`src/rtl/encoding_pkg.sv`:
```
// Shared encoding codes and detector state encoding for the encoding mux.
package encoding_pkg;

    localparam int ENC_CODE_W = 3;

    localparam logic [ENC_CODE_W-1:0] ENC_MFM     = 3'd0;
    localparam logic [ENC_CODE_W-1:0] ENC_FM      = 3'd1;
    localparam logic [ENC_CODE_W-1:0] ENC_GCR_C64 = 3'd2;
    localparam logic [ENC_CODE_W-1:0] ENC_GCR_AP6 = 3'd3;
    localparam logic [ENC_CODE_W-1:0] ENC_GCR_AP5 = 3'd4;
    localparam logic [ENC_CODE_W-1:0] ENC_TANDY   = 3'd5;

    typedef enum logic [1:0] {
        ST_SEARCH = 2'd0,
        ST_TRACK  = 2'd1,
        ST_LOCKED = 2'd2
    } det_state_t;

endpackage

```
`src/rtl/encoding_vote_detector_sync_edge_priority.sv`:
```
// Rising-edge detection on masked sync sources with lowest-index arbitration.
module sync_edge_priority
    import encoding_pkg::*;
#(
    parameter int NUM_SRC = 8,
    parameter int ENC_W   = ENC_CODE_W
) (
    input  logic                       clk,
    input  logic                       reset,
    input  logic                       clear,
    input  logic [NUM_SRC-1:0]         sync_in,
    input  logic [NUM_SRC*ENC_W-1:0]   src_enc,
    input  logic [NUM_SRC-1:0]         src_mask,
    output logic [NUM_SRC-1:0]         edge_vec,
    output logic                       any_edge,
    output logic [ENC_W-1:0]           win_enc
);

    logic [NUM_SRC-1:0] prev_q;

    // Previous-level register; all-ones after reset so a level already high is not an edge.
    always_ff @(posedge clk) begin
        if (reset || clear) begin
            prev_q <= '1;
        end else begin
            prev_q <= sync_in;
        end
    end

    assign edge_vec = sync_in & ~prev_q & ~src_mask;

    // Lowest asserted index wins; scanning downward lets lower indices overwrite.
    always_comb begin
        any_edge = |edge_vec;
        win_enc  = '0;
        for (int i = NUM_SRC - 1; i >= 0; i--) begin
            if (edge_vec[i]) begin
                win_enc = src_enc[i*ENC_W +: ENC_W];
            end
        end
    end

endmodule

```
`src/rtl/encoding_vote_detector.sv`:
```
// Lock/unlock voting FSM over arbitrated sync edges with loss-of-sync timeout.
// All outputs are registered status levels or one-cycle pulses; there is no
// handshake or backpressure, consumers simply sample them every cycle.
module encoding_vote_detector
    import encoding_pkg::*;
#(
    parameter int NUM_SRC          = 8,
    parameter int ENC_W            = ENC_CODE_W,
    parameter int LOCK_THRESHOLD   = 3,
    parameter int UNLOCK_THRESHOLD = 10,
    parameter int CNT_W            = 8,
    parameter int TO_W             = 20
) (
    input  logic                     clk,
    input  logic                     reset,
    input  logic                     enable,
    input  logic                     clear,
    input  logic [NUM_SRC-1:0]       sync_in,
    input  logic [NUM_SRC*ENC_W-1:0] src_enc,
    input  logic [NUM_SRC-1:0]       src_mask,
    input  logic [TO_W-1:0]          timeout_cycles,
    output logic [ENC_W-1:0]         detected_encoding,
    output logic                     encoding_valid,
    output logic                     encoding_locked,
    output logic                     lock_pulse,
    output logic                     change_pulse,
    output logic                     timeout_pulse,
    output logic [CNT_W-1:0]         match_count,
    output logic [NUM_SRC-1:0]       sync_history
);

    localparam int LOCK_CW   = $clog2(LOCK_THRESHOLD) + 1;
    localparam int UNLOCK_CW = $clog2(UNLOCK_THRESHOLD) + 1;

    logic [NUM_SRC-1:0] edge_vec;
    logic               any_edge;
    logic [ENC_W-1:0]   win_enc;

    sync_edge_priority #(
        .NUM_SRC (NUM_SRC),
        .ENC_W   (ENC_W)
    ) u_edge (
        .clk      (clk),
        .reset    (reset),
        .clear    (clear),
        .sync_in  (sync_in),
        .src_enc  (src_enc),
        .src_mask (src_mask),
        .edge_vec (edge_vec),
        .any_edge (any_edge),
        .win_enc  (win_enc)
    );

    det_state_t           state_q, state_d;
    logic [ENC_W-1:0]     cand_q, cand_d;
    logic [LOCK_CW-1:0]   consec_q, consec_d;
    logic [UNLOCK_CW-1:0] mism_q, mism_d;
    logic [TO_W-1:0]      to_q, to_d;
    logic [CNT_W-1:0]     mc_q, mc_d;
    logic                 valid_q, valid_d;
    logic [NUM_SRC-1:0]   hist_q, hist_d;
    logic                 lp_q, lp_d, cp_q, cp_d, tp_q, tp_d;

    logic                 match;
    logic                 timeout_hit;
    logic [TO_W:0]        to_inc;

    assign match       = any_edge && (win_enc == cand_q);
    assign to_inc      = {1'b0, to_q} + 1'b1;
    assign timeout_hit = (timeout_cycles != '0) && (to_inc >= {1'b0, timeout_cycles});

    // Next-state and next-output computation for the vote FSM.
    always_comb begin
        state_d  = state_q;
        cand_d   = cand_q;
        consec_d = consec_q;
        mism_d   = mism_q;
        to_d     = to_q;
        mc_d     = mc_q;
        valid_d  = valid_q;
        hist_d   = hist_q;
        lp_d     = 1'b0;
        cp_d     = 1'b0;
        tp_d     = 1'b0;

        if (!enable) begin
            state_d  = ST_SEARCH;
            valid_d  = 1'b0;
            consec_d = '0;
            mism_d   = '0;
            to_d     = '0;
        end else begin
            if (any_edge) begin
                valid_d = 1'b1;
                hist_d  = hist_q | edge_vec;
            end
            case (state_q)
                ST_SEARCH: begin
                    if (any_edge) begin
                        cand_d   = win_enc;
                        consec_d = LOCK_CW'(1);
                        mc_d     = CNT_W'(1);
                        mism_d   = '0;
                        to_d     = '0;
                        cp_d     = (win_enc != cand_q);
                        if (LOCK_THRESHOLD == 1) begin
                            state_d = ST_LOCKED;
                            lp_d    = 1'b1;
                        end else begin
                            state_d = ST_TRACK;
                        end
                    end
                end
                ST_TRACK: begin
                    if (match) begin
                        consec_d = (&consec_q) ? consec_q : consec_q + 1'b1;
                        mc_d     = (&mc_q) ? mc_q : mc_q + 1'b1;
                        if (int'(consec_q) + 1 == LOCK_THRESHOLD) begin
                            state_d = ST_LOCKED;
                            lp_d    = 1'b1;
                            mism_d  = '0;
                            to_d    = '0;
                        end
                    end else if (any_edge) begin
                        cand_d   = win_enc;
                        consec_d = LOCK_CW'(1);
                        mc_d     = CNT_W'(1);
                        cp_d     = 1'b1;
                    end
                end
                ST_LOCKED: begin
                    if (match) begin
                        mism_d = '0;
                        mc_d   = (&mc_q) ? mc_q : mc_q + 1'b1;
                        to_d   = '0;
                    end else begin
                        // A mismatching edge does not restart the loss-of-sync timer.
                        to_d = (&to_q) ? to_q : to_q + 1'b1;
                        if (any_edge && (int'(mism_q) + 1 == UNLOCK_THRESHOLD)) begin
                            state_d  = ST_TRACK;
                            cand_d   = win_enc;
                            consec_d = LOCK_CW'(1);
                            mc_d     = CNT_W'(1);
                            mism_d   = '0;
                            to_d     = '0;
                            cp_d     = 1'b1;
                        end else if (timeout_hit) begin
                            state_d  = ST_TRACK;
                            consec_d = '0;
                            mism_d   = '0;
                            to_d     = '0;
                            tp_d     = 1'b1;
                        end else if (any_edge) begin
                            mism_d = (&mism_q) ? mism_q : mism_q + 1'b1;
                        end
                    end
                end
                default: begin
                    state_d = ST_SEARCH;
                end
            endcase
        end
    end

    // State and output registers; reset and clear override everything else.
    always_ff @(posedge clk) begin
        if (reset || clear) begin
            state_q  <= ST_SEARCH;
            cand_q   <= ENC_W'(ENC_MFM);
            consec_q <= '0;
            mism_q   <= '0;
            to_q     <= '0;
            mc_q     <= '0;
            valid_q  <= 1'b0;
            hist_q   <= '0;
            lp_q     <= 1'b0;
            cp_q     <= 1'b0;
            tp_q     <= 1'b0;
        end else begin
            state_q  <= state_d;
            cand_q   <= cand_d;
            consec_q <= consec_d;
            mism_q   <= mism_d;
            to_q     <= to_d;
            mc_q     <= mc_d;
            valid_q  <= valid_d;
            hist_q   <= hist_d;
            lp_q     <= lp_d;
            cp_q     <= cp_d;
            tp_q     <= tp_d;
        end
    end

    assign detected_encoding = cand_q;
    assign encoding_valid    = valid_q;
    assign encoding_locked   = (state_q == ST_LOCKED);
    assign lock_pulse        = lp_q;
    assign change_pulse      = cp_q;
    assign timeout_pulse     = tp_q;
    assign match_count       = mc_q;
    assign sync_history      = hist_q;

endmodule

```
`config.mk`:
```
export PLATFORM = sky130hd
export DESIGN_NAME = encoding_vote_detector
export DESIGN_NICKNAME = d
export VERILOG_FILES = /design/src/rtl/encoding_pkg.sv /design/src/rtl/encoding_vote_detector_sync_edge_priority.sv /design/src/rtl/encoding_vote_detector.sv
export SDC_FILE = /design/constraint.sdc
export NUM_CORES = 1
export LEC_CHECK = 0
export CORE_ASPECT_RATIO = 0.6
export CORE_MARGIN = 5
export CORE_UTILIZATION = 25
export DETAILED_ROUTE_END_ITERATION = 10
export PLACE_DENSITY = 0.45
export SLEW_MARGIN = 20
export SYNTH_ARGS = -nofsm -noshare
export SYNTH_HDL_FRONTEND = slang
export SYNTH_HIERARCHICAL = 1
export SYNTH_SLANG_ARGS = --single-unit
```
`constraint.sdc`:
```
create_clock -name clk -period 3.9 [get_ports clk]
set_input_delay 1.17 -clock clk [delete_from_list [all_inputs] [get_ports clk]]
set_output_delay 1.17 -clock clk [all_outputs]
set_load 0.005 [all_outputs]
```
==> out/metrics.json <==
{
  "max_slew_margin": {"value": 58.42, "unit": "%"},
  "timing.final.crit_share": {"value": 97.73, "unit": "%"},
  "min_to": {"value": "mism_q[4]$_SDFFE_PP0P_"},
  "period_needed": {"value": 3.811, "unit": "ns"},
  "worst_setup_path_end_kind": {"value": "flop"},
  "synth_cell_type_count": {"value": 70},
  "clk_latency": {"value": 0.33, "unit": "ns"},
  "status": {"value": "finished, final reports clean"},
  "setup_viol_count_final": {"value": 0},
  "crit_path_max_fanout": {"value": 5},
  "critPathKind": {"value": "input pin to flop"},
  "hold_path_startpoint": {"value": "mism_q[4]$_SDFFE_PP0P_"},
  "design.die.area": {"value": 19570, "unit": "um^2"},
  "synth_xor_area_share": {"value": 4.797, "unit": "%"},
  "rsz0062_at_grt": {"value": "yes"},
  "post_synth_main_area_contributors": {"value": "dfxtp_1 29%, ha_1 9.5%, a21oi_1 4.4%"},
  "ys_warn_count": {"value": 6},
  "postSynthRegisterBits": {"value": 61},
  "worstPathRequired": {"value": 4.15, "unit": "ns"},
  "chipWidth": {"value": 177.3, "unit": "um"},
  "hold_viol_final": {"value": 0},
  "ctsRootBufferMaster": {"value": "clkbuf_16"},
  "clock_tree.buffer_depth": {"value": 2},
  "cp.arrival": {"value": 4.06, "unit": "ns"},
  "post_synth_mux_area_share": {"value": 2.175, "unit": "%"},
  "diodes": {"value": 0},
  "global_route_usage_over_all_layers": {"value": 15.73, "unit": "%"},
  "cell_internal_pwr": {"value": 1.255, "unit": "mW"},
  "share_comb_of_total_power": {"value": 15.7, "unit": "%"},
  "postSynthCellCount": {"value": 521},
  "ff2ff_path_depth": {"value": 16},
  "powerDensity": {"value": 254.6, "unit": "nW/um^2"},
  "grt_pass1_vias": {"value": 4534},
  "instances_no_fill": {"value": 917},
  "slowest_stage": {"value": "clkdlybuf4s50_1"},
  "grt_antenna_before_repair": {"value": 0},
  "post_synth_adder_cell_area": {"value": 9.535, "unit": "%"},
  "crit-reg2reg-launch": {"value": "to_q[4]$_SDFFE_PP0P_"},
  "start_util": {"value": 25.68, "unit": "%"},
  "fp.coreArea": {"value": 16350, "unit": "um^2"},
  "avgRoutedWirePerCell": {"value": 16.43, "unit": "um"},
  "rrSetupSlack": {"value": 0.25, "unit": "ns"},
  "hold_path_depth": {"value": 2},
  "portBuffers": {"value": 87},
  "cts.sinks": {"value": 61},
  "drv_slew": {"value": 0},
  "critical-path-max-stage-delay": {"value": 0.46, "unit": "ns"},
  "leakage": {"value": 2.673, "unit": "nW"},
  "seq_power_share": {"value": 38.0, "unit": "%"},
  "crit-reg2reg-capture": {"value": "to_q[16]$_SDFFE_PP0P_"},
  "cts_made_buffers": {"value": 9},
  "synth_largest_area_cell": {"value": "dfxtp_1"},
  "die_h": {"value": 110.4, "unit": "um"},
  "primary_flip_flop_cell_chosen_by_synthesis_mapping": {"value": "dfxtp_1"},
  "timing.setup.tns": {"value": 0, "unit": "ns"},
  "power.share.clock": {"value": 46.4, "unit": "%"},
  "yosys-top-cells-count": {"value": "61 x dfxtp_1, 46 x nor2_1, 44 x nand2_1, 37 x a21oi_1, 37 x inv_1"},
  "vias": {"value": 4590},
  "place_inst": {"value": 886},
  "pin_count": {"value": 88},
  "simple_logic_cell_fraction_of_the_synthesized_area": {"value": 27.59, "unit": "%"},
  "worst_path_cell_trace": {"value": "clkdlybuf4s50_1 -> nor3b_1 -> buf_4 -> a31oi_4 -> o311ai_4 -> a221o_1 -> xnor2_2 -> and4_4 -> a211oi_4 -> buf_6 -> nand2_4 -> nor3_4 -> buf_6 -> buf_8 -> o221ai_2 -> o31ai_2"},
  "post-synth-top-area-fraction": {"value": 29.08, "unit": "%"},
  "finalNetCount": {"value": 782},
  "layout-drive-gt1-share": {"value": 23.37, "unit": "%"},
  "fmax": {"value": 0.2624, "unit": "GHz"},
  "grt_max_degree": {"value": 18},
  "wire_length_of_the_first_global_routing_pass": {"value": 24310, "unit": "um"},
  "place.detailed.hpwl": {"value": 11880, "unit": "um"},
  "main_combinational_cell_family_by_area_after_synthesis": {"value": "simple AND/OR/NAND/NOR gates"},
  "drc_violations": {"value": 0},
  "worst_hold_class": {"value": "flop to flop"},
  "tritoncts": {"value": "built"},
  "final_core_util": {"value": 40.08, "unit": "%"},
  "ir_worst_vdd": {"value": 0.1612, "unit": "mV"},
  "placementRows": {"value": 36},
  "synth_compound_area_share": {"value": 21.42, "unit": "%"},
  "drtPass1Iterations": {"value": 5},
  "multiInputGateArea": {"value": 3048, "unit": "um^2"},
  "drt.antenna.violating_nets": {"value": 0},
  "synth_enable_flop_cells": {"value": 0},
  "grt_remaining_overflow": {"value": 0},
  "starting_drt_drc_count": {"value": 329},
  "final_gp_congestion": {"value": 0.8687},
  "syn_nets": {"value": 617},
  "cts_max_level": {"value": 3},
  "wirelength": {"value": 15060, "unit": "um"},
  "clk_pin_slew_worst_paths": {"value": 0.05, "unit": "ns"},
  "layout.filler_cells": {"value": 1626},
  "vias_per_cell": {"value": 5.005},
  "asyncSetResetFlopFracSynth": {"value": 0, "unit": "%"},
  "power.net_switching": {"value": 0.4138, "unit": "mW"},
  "p_sw_share": {"value": 24.80, "unit": "%"},
  "worst_slack_on_hold_paths": {"value": 0.4715, "unit": "ns"},
  "share_of_synthesized_area_occupied_by_flip_flops_and_latches": {"value": 29.08, "unit": "%"},
  "area.sequential": {"value": 1221, "unit": "um^2"},
  "drv_cap": {"value": 0},
  "synth.avg_cell_area": {"value": 8.060, "unit": "um^2"},
  "syn_to_final_growth": {"value": 56.05, "unit": "%"},
  "setup.worst_path.start_class": {"value": "input pin"},
  "skew": {"value": 0.008992, "unit": "ns"},
  "syn-cell-area": {"value": 4199, "unit": "um^2"},
  "timing_worst_slew_pin_value": {"value": 0.6230, "unit": "ns"},
  "critical_path.most_common_cell": {"value": "buf_6"},
  "post-synth-top-count-cell": {"value": "dfxtp_1"}
}
==> power groups by stage <==
stage | registers [mW] | logic (mW) | clock network, mW
3_3_place_gp | 0.646 | 0.228 | 0
3_5_place_dp | 0.646 | 0.230 | 0
2_1_floorplan | 0.645 | 0.0916 | 0
4_1_cts | 0.633 | 0.253 | 0.794
5_1_grt | 0.633 | 0.284 | 0.823
6_report | 0.633 | 0.262 | 0.773
==> cells by family after synthesis <==
family,after synthesis
adders and majority gates,32
and+or+nand+nor,209
buffers and inverters,53
AOI/OAI and AO/OA,134
DFF,61
xor gates and xnor gates,23
muxes,9
==> worst max-delay path: cells and delay by family <==
family / cells / cell delay, ns
compound gates: 6 / 1.05
simple gates: 4 / 0.60
xor+xnor: 1 / 0.09
buf+inv: 5 / 1.13
==> cell type report <==
cell class,count,share of cell area [%]
Multi-Input combinational cell,407,46.52
Clock buffer,10,3.494
Tap cell,228,4.354
Timing Repair Buffer,170,23.96
Inverter,37,2.253
Clock inverter,4,0.7829
Sequential cell,61,18.64
==> flip-flops by register name, summed over array words and instances, names as in the netlist <==
register	cells
to_q	20
match_count	8
sync_history	8
u_edge/prev_q	8
mism_q	5
consec_q	3
detected_encoding	3
state_q	2
change_pulse	1
encoding_valid	1
lock_pulse	1
timeout_pulse	1
==> worst max path at each step <==
| stage | from | end | slack (ns) | cells after the start |
|---|---|---|---|---|
| after global placement | sync_in[6] | to_q[0]$_SDFFE_PP0P_ | -0.69 | 12 |
| after detailed placement | sync_in[6] | to_q[3]$_SDFFE_PP0P_ | -0.77 | 11 |
| after global routing | sync_in[7] | to_q[17]$_SDFFE_PP0P_ | -0.05 | 16 |
| after CTS | src_mask[5] | to_q[15]$_SDFFE_PP0P_ | 0.03 | 15 |
| final | sync_in[7] | to_q[15]$_SDFFE_PP0P_ | 0.09 | 16 |
| after floorplan | src_mask[6] | to_q[6]$_SDFFE_PP0P_ | 0.01 | 13 |
==> layer usage <==
| layer | track usage [%] | vias to the layer above | routed length [um] |
|---|---|---|---|
| li1 | - | 2265 | - |
| met1 | 24.32 | 2195 | 8114 |
| met2 | 22.57 | 122 | 6129 |
| met3 | 3.067 | 8 | 714 |
| met4 | 2.813 | 0 | 105 |
| met5 | 0 | - | 0 |
==> cell usage in the layout, fill, tap and decap left out, types with 9 or more instances in the layout <==
cell type         n
a21oi_1          36
a32o_1           10
buf_4            73
clkbuf_16         9
clkdlybuf4s50_1  77
dfxtp_1          61
ha_1             32
inv_1            34
nand2_1          42
nand3_1          24
nand4_1          10
nor2_1           42
nor3_1            9
o21ai_0          28
xnor2_1          12
==> timing repair <==
| action | CTS | global route |
|---|---|---|
| buffers inserted | 13 | 3 |
| pin swaps | 21 | 15 |
| hold buffers | 0 | 0 |
| endpoints found under the setup margin | 39 | 35 |
| cloned | 1 | 0 |
| gates resized for setup | 61 | 24 |
==> per-stage QoR <==
stage               area, um^2  power (mW)  setup slack (ns)
floorplan                 4212      0.7367           0.01228
global placement          5776      0.8736           -0.6882
detailed placement        5776      0.8753           -0.7665
CTS                       6425       1.681           0.02662
global route              6553       1.740          -0.05411
finish                    6553       1.669           0.08863
No activity file was read; power rests on OpenSTA's default activity.
